==> config.mk <==
export PLATFORM = sky130hd
export DESIGN_NAME = denise_bitplane_sequencer
export DESIGN_NICKNAME = d
export VERILOG_FILES = /design/src/rtl/denise_bitplane_sequencer.sv
export SDC_FILE = /design/constraint.sdc
export NUM_CORES = 1
export LEC_CHECK = 0
export BUFFER_PORTS_ARGS = -buffer_cell sky130_fd_sc_hd__buf_2
export CORE_ASPECT_RATIO = 1.2
export CORE_MARGIN = 5
export CORE_UTILIZATION = 45
export DETAILED_ROUTE_END_ITERATION = 8
export PLACE_DENSITY = 0.7
export SLEW_MARGIN = 20
export SYNTH_ARGS = -nofsm -noshare
export SYNTH_HDL_FRONTEND = slang
export SYNTH_SLANG_ARGS = --single-unit
==> constraint.sdc <==
create_clock -name clk -period 6 [get_ports clk]
set_input_delay 1.2 -clock clk [delete_from_list [all_inputs] [get_ports clk]]
set_output_delay 1.2 -clock clk [all_outputs]
set_load 0.02 [all_outputs]
==> src/rtl/denise_bitplane_sequencer.sv <==
// -----------------------------------------------------------------------------
// denise_bitplane_sequencer
//
// Raw bitplane datapath in front of the playfield engine. Bitplane data
// register writes are captured in per-plane holding registers. A write to
// plane 1 arms a load. On the next pixel slot, every holding register is
// copied into its parallel-to-serial shifter. From then on, each pixel slot
// emits one bit per plane. That bit is delayed by the per-playfield scroll
// value, masked by the enabled plane count and the display window, and
// registered onto bpldata.
//
// Ports
//   clk       in   system clock
//   reset_n   in   synchronous active-low reset
//   pix_en    in   pixel strobe, one pulse per output pixel
//   reg_wr    in   bitplane data register write strobe
//   reg_sel   in   [2:0]  plane index of the write (0 = plane 1 .. 7 = plane 8)
//   reg_data  in   [15:0] write data, bit 15 is the leftmost pixel
//   pf1h      in   [3:0]  scroll delay for odd planes 1,3,5,7
//   pf2h      in   [3:0]  scroll delay for even planes 2,4,6,8
//   bpu       in   [3:0]  enabled plane count (9..15 behave as 8)
//   disp_en   in   display window active
//   bpldata   out  [7:0]  serial pixel data, bit n-1 = plane n
//   loaded    out  pulses high for one cycle after each load
//   empty     out  high once 16 pixels have been shifted since the last load
// -----------------------------------------------------------------------------
module denise_bitplane_sequencer #(
    parameter int NPL   = 8,
    parameter int DLY_W = 4
) (
    input  logic             clk,
    input  logic             reset_n,
    input  logic             pix_en,
    input  logic             reg_wr,
    input  logic [2:0]       reg_sel,
    input  logic [15:0]      reg_data,
    input  logic [DLY_W-1:0] pf1h,
    input  logic [DLY_W-1:0] pf2h,
    input  logic [3:0]       bpu,
    input  logic             disp_en,
    output logic [NPL-1:0]   bpldata,
    output logic             loaded,
    output logic             empty
);

    localparam logic [4:0] CNT_FULL = 5'd16;

    logic [15:0]    hold_q  [NPL];
    logic [15:0]    hold_d  [NPL];
    logic [15:0]    shift_q [NPL];
    logic [15:0]    shift_d [NPL];
    logic [15:0]    hist_q  [NPL];
    logic [15:0]    hist_d  [NPL];
    logic           arm_q, arm_d;
    logic [4:0]     cnt_q, cnt_d;
    logic [NPL-1:0] bpl_q, bpl_d;
    logic           loaded_q;
    logic           empty_q;

    logic           load;
    logic [NPL-1:0] ser;
    logic [NPL-1:0] tap;
    logic [NPL-1:0] plane_on;

    // The arm flag must already be set before this edge. A plane-1 write
    // arriving on the same edge only re-arms the next load.
    assign load = pix_en & arm_q;

    for (genvar p = 0; p < NPL; p++) begin : g_plane
        logic [DLY_W-1:0] dly;

        // Index 0 is plane 1, so even indices are the odd (playfield 1) planes.
        assign dly         = (p % 2 == 0) ? pf1h : pf2h;
        assign ser[p]      = shift_q[p][15];
        // When dly is 0, the history index wraps to 15, but the mux discards it.
        assign tap[p]      = (dly == '0) ? ser[p] : hist_q[p][dly - 1'b1];
        assign plane_on[p] = ({1'b0, bpu} > 5'(p));
    end

    // NOTE: every variable gets a default at the top of the block, so paths
    // that do not assign it hold the old value and no latch is inferred.
    always_comb begin
        hold_d  = hold_q;
        shift_d = shift_q;
        hist_d  = hist_q;
        arm_d   = arm_q;
        cnt_d   = cnt_q;
        bpl_d   = bpl_q;

        if (reg_wr) begin
            hold_d[reg_sel] = reg_data;
        end

        // Setting the arm flag wins over clearing it, so a plane-1 write on
        // the load slot queues another load.
        if (reg_wr && (reg_sel == 3'd0)) begin
            arm_d = 1'b1;
        end else if (load) begin
            arm_d = 1'b0;
        end

        // A load replaces the shift. It copies hold_q, which holds the data
        // from before this edge's write.
        if (load) begin
            shift_d = hold_q;
            cnt_d   = '0;
        end else if (pix_en) begin
            for (int p = 0; p < NPL; p++) begin
                shift_d[p] = {shift_q[p][14:0], 1'b0};
            end
            if (cnt_q != CNT_FULL) begin
                cnt_d = cnt_q + 5'd1;
            end
        end

        // Histories keep running while the output is masked, so scrolled data
        // stays continuous across the edge of the display window.
        if (pix_en) begin
            for (int p = 0; p < NPL; p++) begin
                hist_d[p] = {hist_q[p][14:0], ser[p]};
            end
            bpl_d = tap & plane_on & {NPL{disp_en}};
        end
    end

    // NOTE: the holding, shift and history arrays are cleared by reset.
    // They are therefore built as flops, not as a RAM macro.
    always_ff @(posedge clk) begin
        if (!reset_n) begin
            hold_q   <= '{default: '0};
            shift_q  <= '{default: '0};
            hist_q   <= '{default: '0};
            arm_q    <= 1'b0;
            cnt_q    <= CNT_FULL;
            bpl_q    <= '0;
            loaded_q <= 1'b0;
            empty_q  <= 1'b1;
        end else begin
            // NOTE: non-blocking assignments here, so every register updates
            // from pre-edge values no matter how the statements are ordered.
            hold_q   <= hold_d;
            shift_q  <= shift_d;
            hist_q   <= hist_d;
            arm_q    <= arm_d;
            cnt_q    <= cnt_d;
            bpl_q    <= bpl_d;
            loaded_q <= load;
            empty_q  <= (cnt_d == CNT_FULL);
        end
    end

    assign bpldata = bpl_q;
    assign loaded  = loaded_q;
    assign empty   = empty_q;

endmodule
# --- Word level (Yosys, flattened, before mapping) ---
# Index checks and enable logic that the tools add are counted.
totals:
  regBits: 400
  out_inout_bits: 10
  word_cells: 91
classes:
  n_addsub: 3
  order_cmp: 12
  eq_ne: 2
  mux: 34
  bitwise_logic: 4
  n_reduce_logical: 7
op_table:
  columns: ["op", "n"]
  rows:
  - ["128-bit 2-to-1 mux", 2]
  - ["128-bit bitwise mux", 1]
  - ["16-bit demux with 3-bit select", 1]
  - ["1-bit binary-select mux with 4-bit select", 8]
  - ["1-bit 2-to-1 mux", 18]
  - ["8-bit AND", 2]
  - ["4-bit by 3-bit > comparator with 1-bit output, second input constant", 4]
  - ["16-bit 2-to-1 mux", 1]
  - ["5-bit 2-to-1 mux", 3]
  - ["4-bit by 5-bit less-than comparator with 1-bit output, second input constant", 2]
  - ["4-bit by 1-bit > comparator with 1-bit output, second input constant", 2]
  - ["4-bit by 2-bit > comparator with 1-bit output, second input constant", 2]
  - ["4-bit logical NOT", 2]
  - ["4-bit by 1-bit subtractor with 4-bit output, second input constant", 2]
  - ["5-bit by 1-bit adder with 5-bit output, second input constant", 1]
  - ["5-bit equality test, second input constant", 1]
  - ["5-bit != test, second input constant", 1]
  - ["4-bit greater-or-equal comparator, second input constant", 1]
  - ["4-bit by 1-bit less-than comparator with 1-bit output, second input constant", 1]
  - ["3-bit inverter with 4-bit output", 1]
  - ["2-bit nonzero test", 2]
  - ["3-bit logical NOT", 1]
  - ["1-bit logical AND", 2]
  - ["1-bit AND", 1]

# --- Depth between registers and ports, before layout ---
logic_depth:
  depth_word: 6
  mapped_depth: 11
  mapped_depth_nobuf: 7

# --- Worst setup path before layout ---
# Ideal clock, no wire load.
synth_path:
  path_type: "input to register"
  startpoint: "input port pf1h[0]"
  endpoint: "register bpl_q[4] (netlist: bpldata[4])"
  t_arrival_ns: 2.971
  setup_slack_ns: 2.912
  path_stages: 9
  path_buffers: 3
  path_cell_list: "buf_2 inv_1 ha_1 clkbuf_1 buf_2 mux4_2 nand2_1 nand3_1 a32o_1"
synth_via:
  elab_chain_len: 6
  word_cells_on_any_way: 7
  cone_classes: "add/sub (1); mux (3); bitwise (2); reduce/logical (1)"
synth_rtl:
  columns: ["item", "line", "source"]
  rows:
  - ["from (decl)", "37", "input logic [DLY_W-1:0] pf1h,"]
  - ["4-bit by 1-bit subtractor with 4-bit output", "76", "assign tap[p] = (dly == '0) ? ser[p] : hist_q[p][dly - 1'b1];"]
  - ["1-bit binary-select mux with 4-bit select", "76", null]
  - ["1-bit 2-to-1 mux (implied by the code)", "76", null]
  - ["1-bit 2-to-1 mux (*)", "76", null]
  - ["8-bit AND (*) (2 in series)", "122", "bpl_d = tap & plane_on & {NPL{disp_en}};"]
  - ["to (signal assigned)", "146", "bpl_q <= bpl_d;"]
  - ["to (decl)", "56", "logic [NPL-1:0] bpl_q, bpl_d;"]
# Every way passes the cells marked *; elsewhere a longest branch is shown, timed or not. The select of a mux whose other input is x is not followed.
# A chain may end at the register's enable or synchronous reset.

# --- Worst setup path in the final report ---
layout_path:
  startpoint: "input port pf1h[0]"
  endpoint: "register bpl_q[2] (netlist: bpldata[2])"
# Same word-level chain as after synthesis.

==> qor.yml <==
synthesis:
  synth.distinct_cells: 50
  netlist_instances: 1747
  synth-seq-cells: 400
  ys_warn_count: 0
  synth_nets: 1789
  avgSynthCellArea_um2: 9.98
  syn-cell-area_um2: 17400
  async_flop_share_pct: 0
  synth_top_area_share_pct: 46.0
  ys_seq_area_share_pct: 46.0
  synth_top_area_cell: "dfxtp_1"
  synth_edf_count: 0
  yosys-top-cells-area: "dfxtp_1, mux2i_1, nand2_1, o211a_1, a21boi_0"
  synthFlopType: "dfxtp_1"
power_and_ir_drop:
  p_per_area_nw_per_um2: 314
  p_leak_nw: 8.18
  ir_drop_v: 0.000256
  power_mw: 6.05
clock_tree:
  cts_tree: "done"
  cts_buffer_depth: 3
  cts_hold_buf: 0
  cts-resized-gates: 0
  cts_buffers: 42
  cts.sinks: 400
  post-cts-setup-buffer-count: 0
  htree_num_levels: 2
  root_buffer: "clkbuf_16"
  clk_latency_ns: 0.57
  path_clk_slew_ns: 0.06
floorplan:
  coreArea_um2: 38500
  start_util_pct: 45.2
  row_count: 79
  die_h_um: 226
  fp.dieW_um: 190
  design.die.area_um2: 42800
  num_io_pins: 46
placed_design:
  gp_congestion: 0.763
  place_inst: 2145
  io_buffer_count: 45
  dp_hpwl_mm: 21.7
timing:
  tightest_slew_ns: 1.09
  fin_skew_ns: 0.0109
  finalHoldViolCount: 0
  tns_ns: 0
  relSlewSlack_pct: 27.1
  fmax_ghz: 0.331
  period_share_pct: 50.4
  setup_violations: 0
  rsz0062_at_grt: "no"
  period_minus_slack_ns: 3.02
  whs_ns: 0.452
  slew_viol_final: 0
finish:
  layout.cells.non_filler: 2223
  drive_above_1_share_pct: 8.98
  syn2layout_area_growth_pct: 10.5
  final_nets: 1745
  n_antenna_cell: 0
  final_common_cell: "nand2_1"
  most-common-layout-cells: "nand2_1, dfxtp_1, mux2i_1"
grt:
  overflow: 0
  grt_max_degree: 145
  antenna_found_initial: 0
  first_global_vias: 11800
  grtUsageTotal_pct: 16.8
  grt_first_pass_wirelength_mm: 59.8
setup_path:
  cp_slowest_cell: "ha_1"
  max_stage_delay_ns: 0.79
  path_class: "primary input to flip-flop"
  crit_buf_inv: 2
  timing.rr.start: "arm_q"
  cpLargestDelayFamily: "adder cells"
  required_ns: 6.45
  crit_path_end_kind: "flip-flop"
  cp-start-kind: "primary input"
  worstPathCellList: "buf_2, inv_1, ha_1, mux4_2, nand2_1, nand3_1, a32o_1"
  worstPathArrival_ns: 3.48
  cp_max_fo: 20
  crit_start: "pf1h[0]"
routing:
  avgViaCountPerCell: 5.43
  vias: 12100
  drc_errors: 0
  final_antenna_net_count: 0
  routed_wl_mm: 36.3
  routedWlPerCell_um: 16.3
  firstDrtPassIters: 5
  first_iter_violations: 668
hold_path:
  hold_path.class: "flip-flop to flip-flop"
  hp-start: "hold_q[23]"
run:
  drv_cap: 0
outcome:
  outcome: "completed"
through the flow:
step	instance area (µm²)	setup WS, ns	utilization, %
6_report	19300	2.98	49.9
5_1_grt	19300	2.76	49.9
4_1_cts	19200	2.97	49.9
3_5_place_dp	17700	2.35	45.9
3_3_place_gp	17700	2.51	45.9
2_1_floorplan	17400	2.91	-
where the power goes:
| part | switching, mW | total (mW) | internal (mW) |
|---|---|---|---|
| Clock | 1.09 | 2.83 | 1.73 |
| Sequential | 0.0521 | 2.79 | 2.74 |
| Combinational | 0.253 | 0.438 | 0.186 |
| Total | 1.40 | 6.05 | 4.65 |
kinds of logic after synthesis:
group,synth area share [%]
multiplexers,19.6
buffers and inverters,4.14
adder cells (fa/ha/maj),0.431
XOR/XNOR,0.402
flip-flops,46.0
AO/OA/AOI/OAI,14.2
AND/OR/NAND/NOR,15.3
final timing paths:
path	end	slack (ns)	cells after the start
setup reg to reg	ser[6]	3.54	4
setup / recovery	bpldata[2]	2.98	7
hold reg to reg	hold_q[23]	0.45	2
hold / removal	hold_q[23]	0.45	2
sequential cells by signal, summed over array words and instances (netlist names):
signal   count
arm_q        1
empty        1
hold_q     128
loaded       1
shift_q    120
bpldata      8
hist_q     128
cnt_q        5
ser          8
synth_stat cells (2+ instances only):
library cell and n:
mux4_2 16, nand2b_1 6, and3_1 2, nand2_1 402, o21ai_0 5, nor3_1 2, a21boi_1 7, a21oi_1 5
a22o_1 9, buf_1 10, ha_1 6, o22ai_1 3, mux4_1 16, nand3_1 15, nor2b_1 133, o31ai_1 3
nor3b_1 2, a21boi_0 122, buf_2 47, a32o_1 4, buf_4 12, nor3_2 2, o211a_1 120, mux2i_1 264
inv_1 12, xnor2_1 2, nor4b_1 2, dfxtp_1 400, clkbuf_1 75, and2_1 6, o21ai_1 2, nor2_1 17
worst register-to-register path: cells and delay by family, from the launching register on:
family / cells / cell delay [ns]
AO/OA/AOI/OAI: 1 / 0.16
buffers and inverters: 1 / 0.69
flip-flops: 1 / 1.01
multiplexers: 1 / 0.39
AND/OR/NAND/NOR: 1 / 0.11
cell type report:
type	instances	area, µm²
sequential	400	8010
inverter	12	45.0
fill	3534	19300
timing repair buffer	58	343
clock buffer	60	1220
tap	486	608
multi-input combinational	1189	8710
clock inverter	18	313
metal layers:
| layer | wire length [µm] | vias up | global-route usage, % |
|---|---|---|---|
| met1 | 16100 | 5866 | 21.1 |
| met5 | 0 | - | 0 |
| li1 | - | 5959 | - |
| met2 | 17700 | 180 | 28.9 |
| met3 | 1570 | 63 | 3.29 |
| met4 | 1010 | 0 | 5.77 |
No activity file was read; power rests on OpenSTA's default activity.
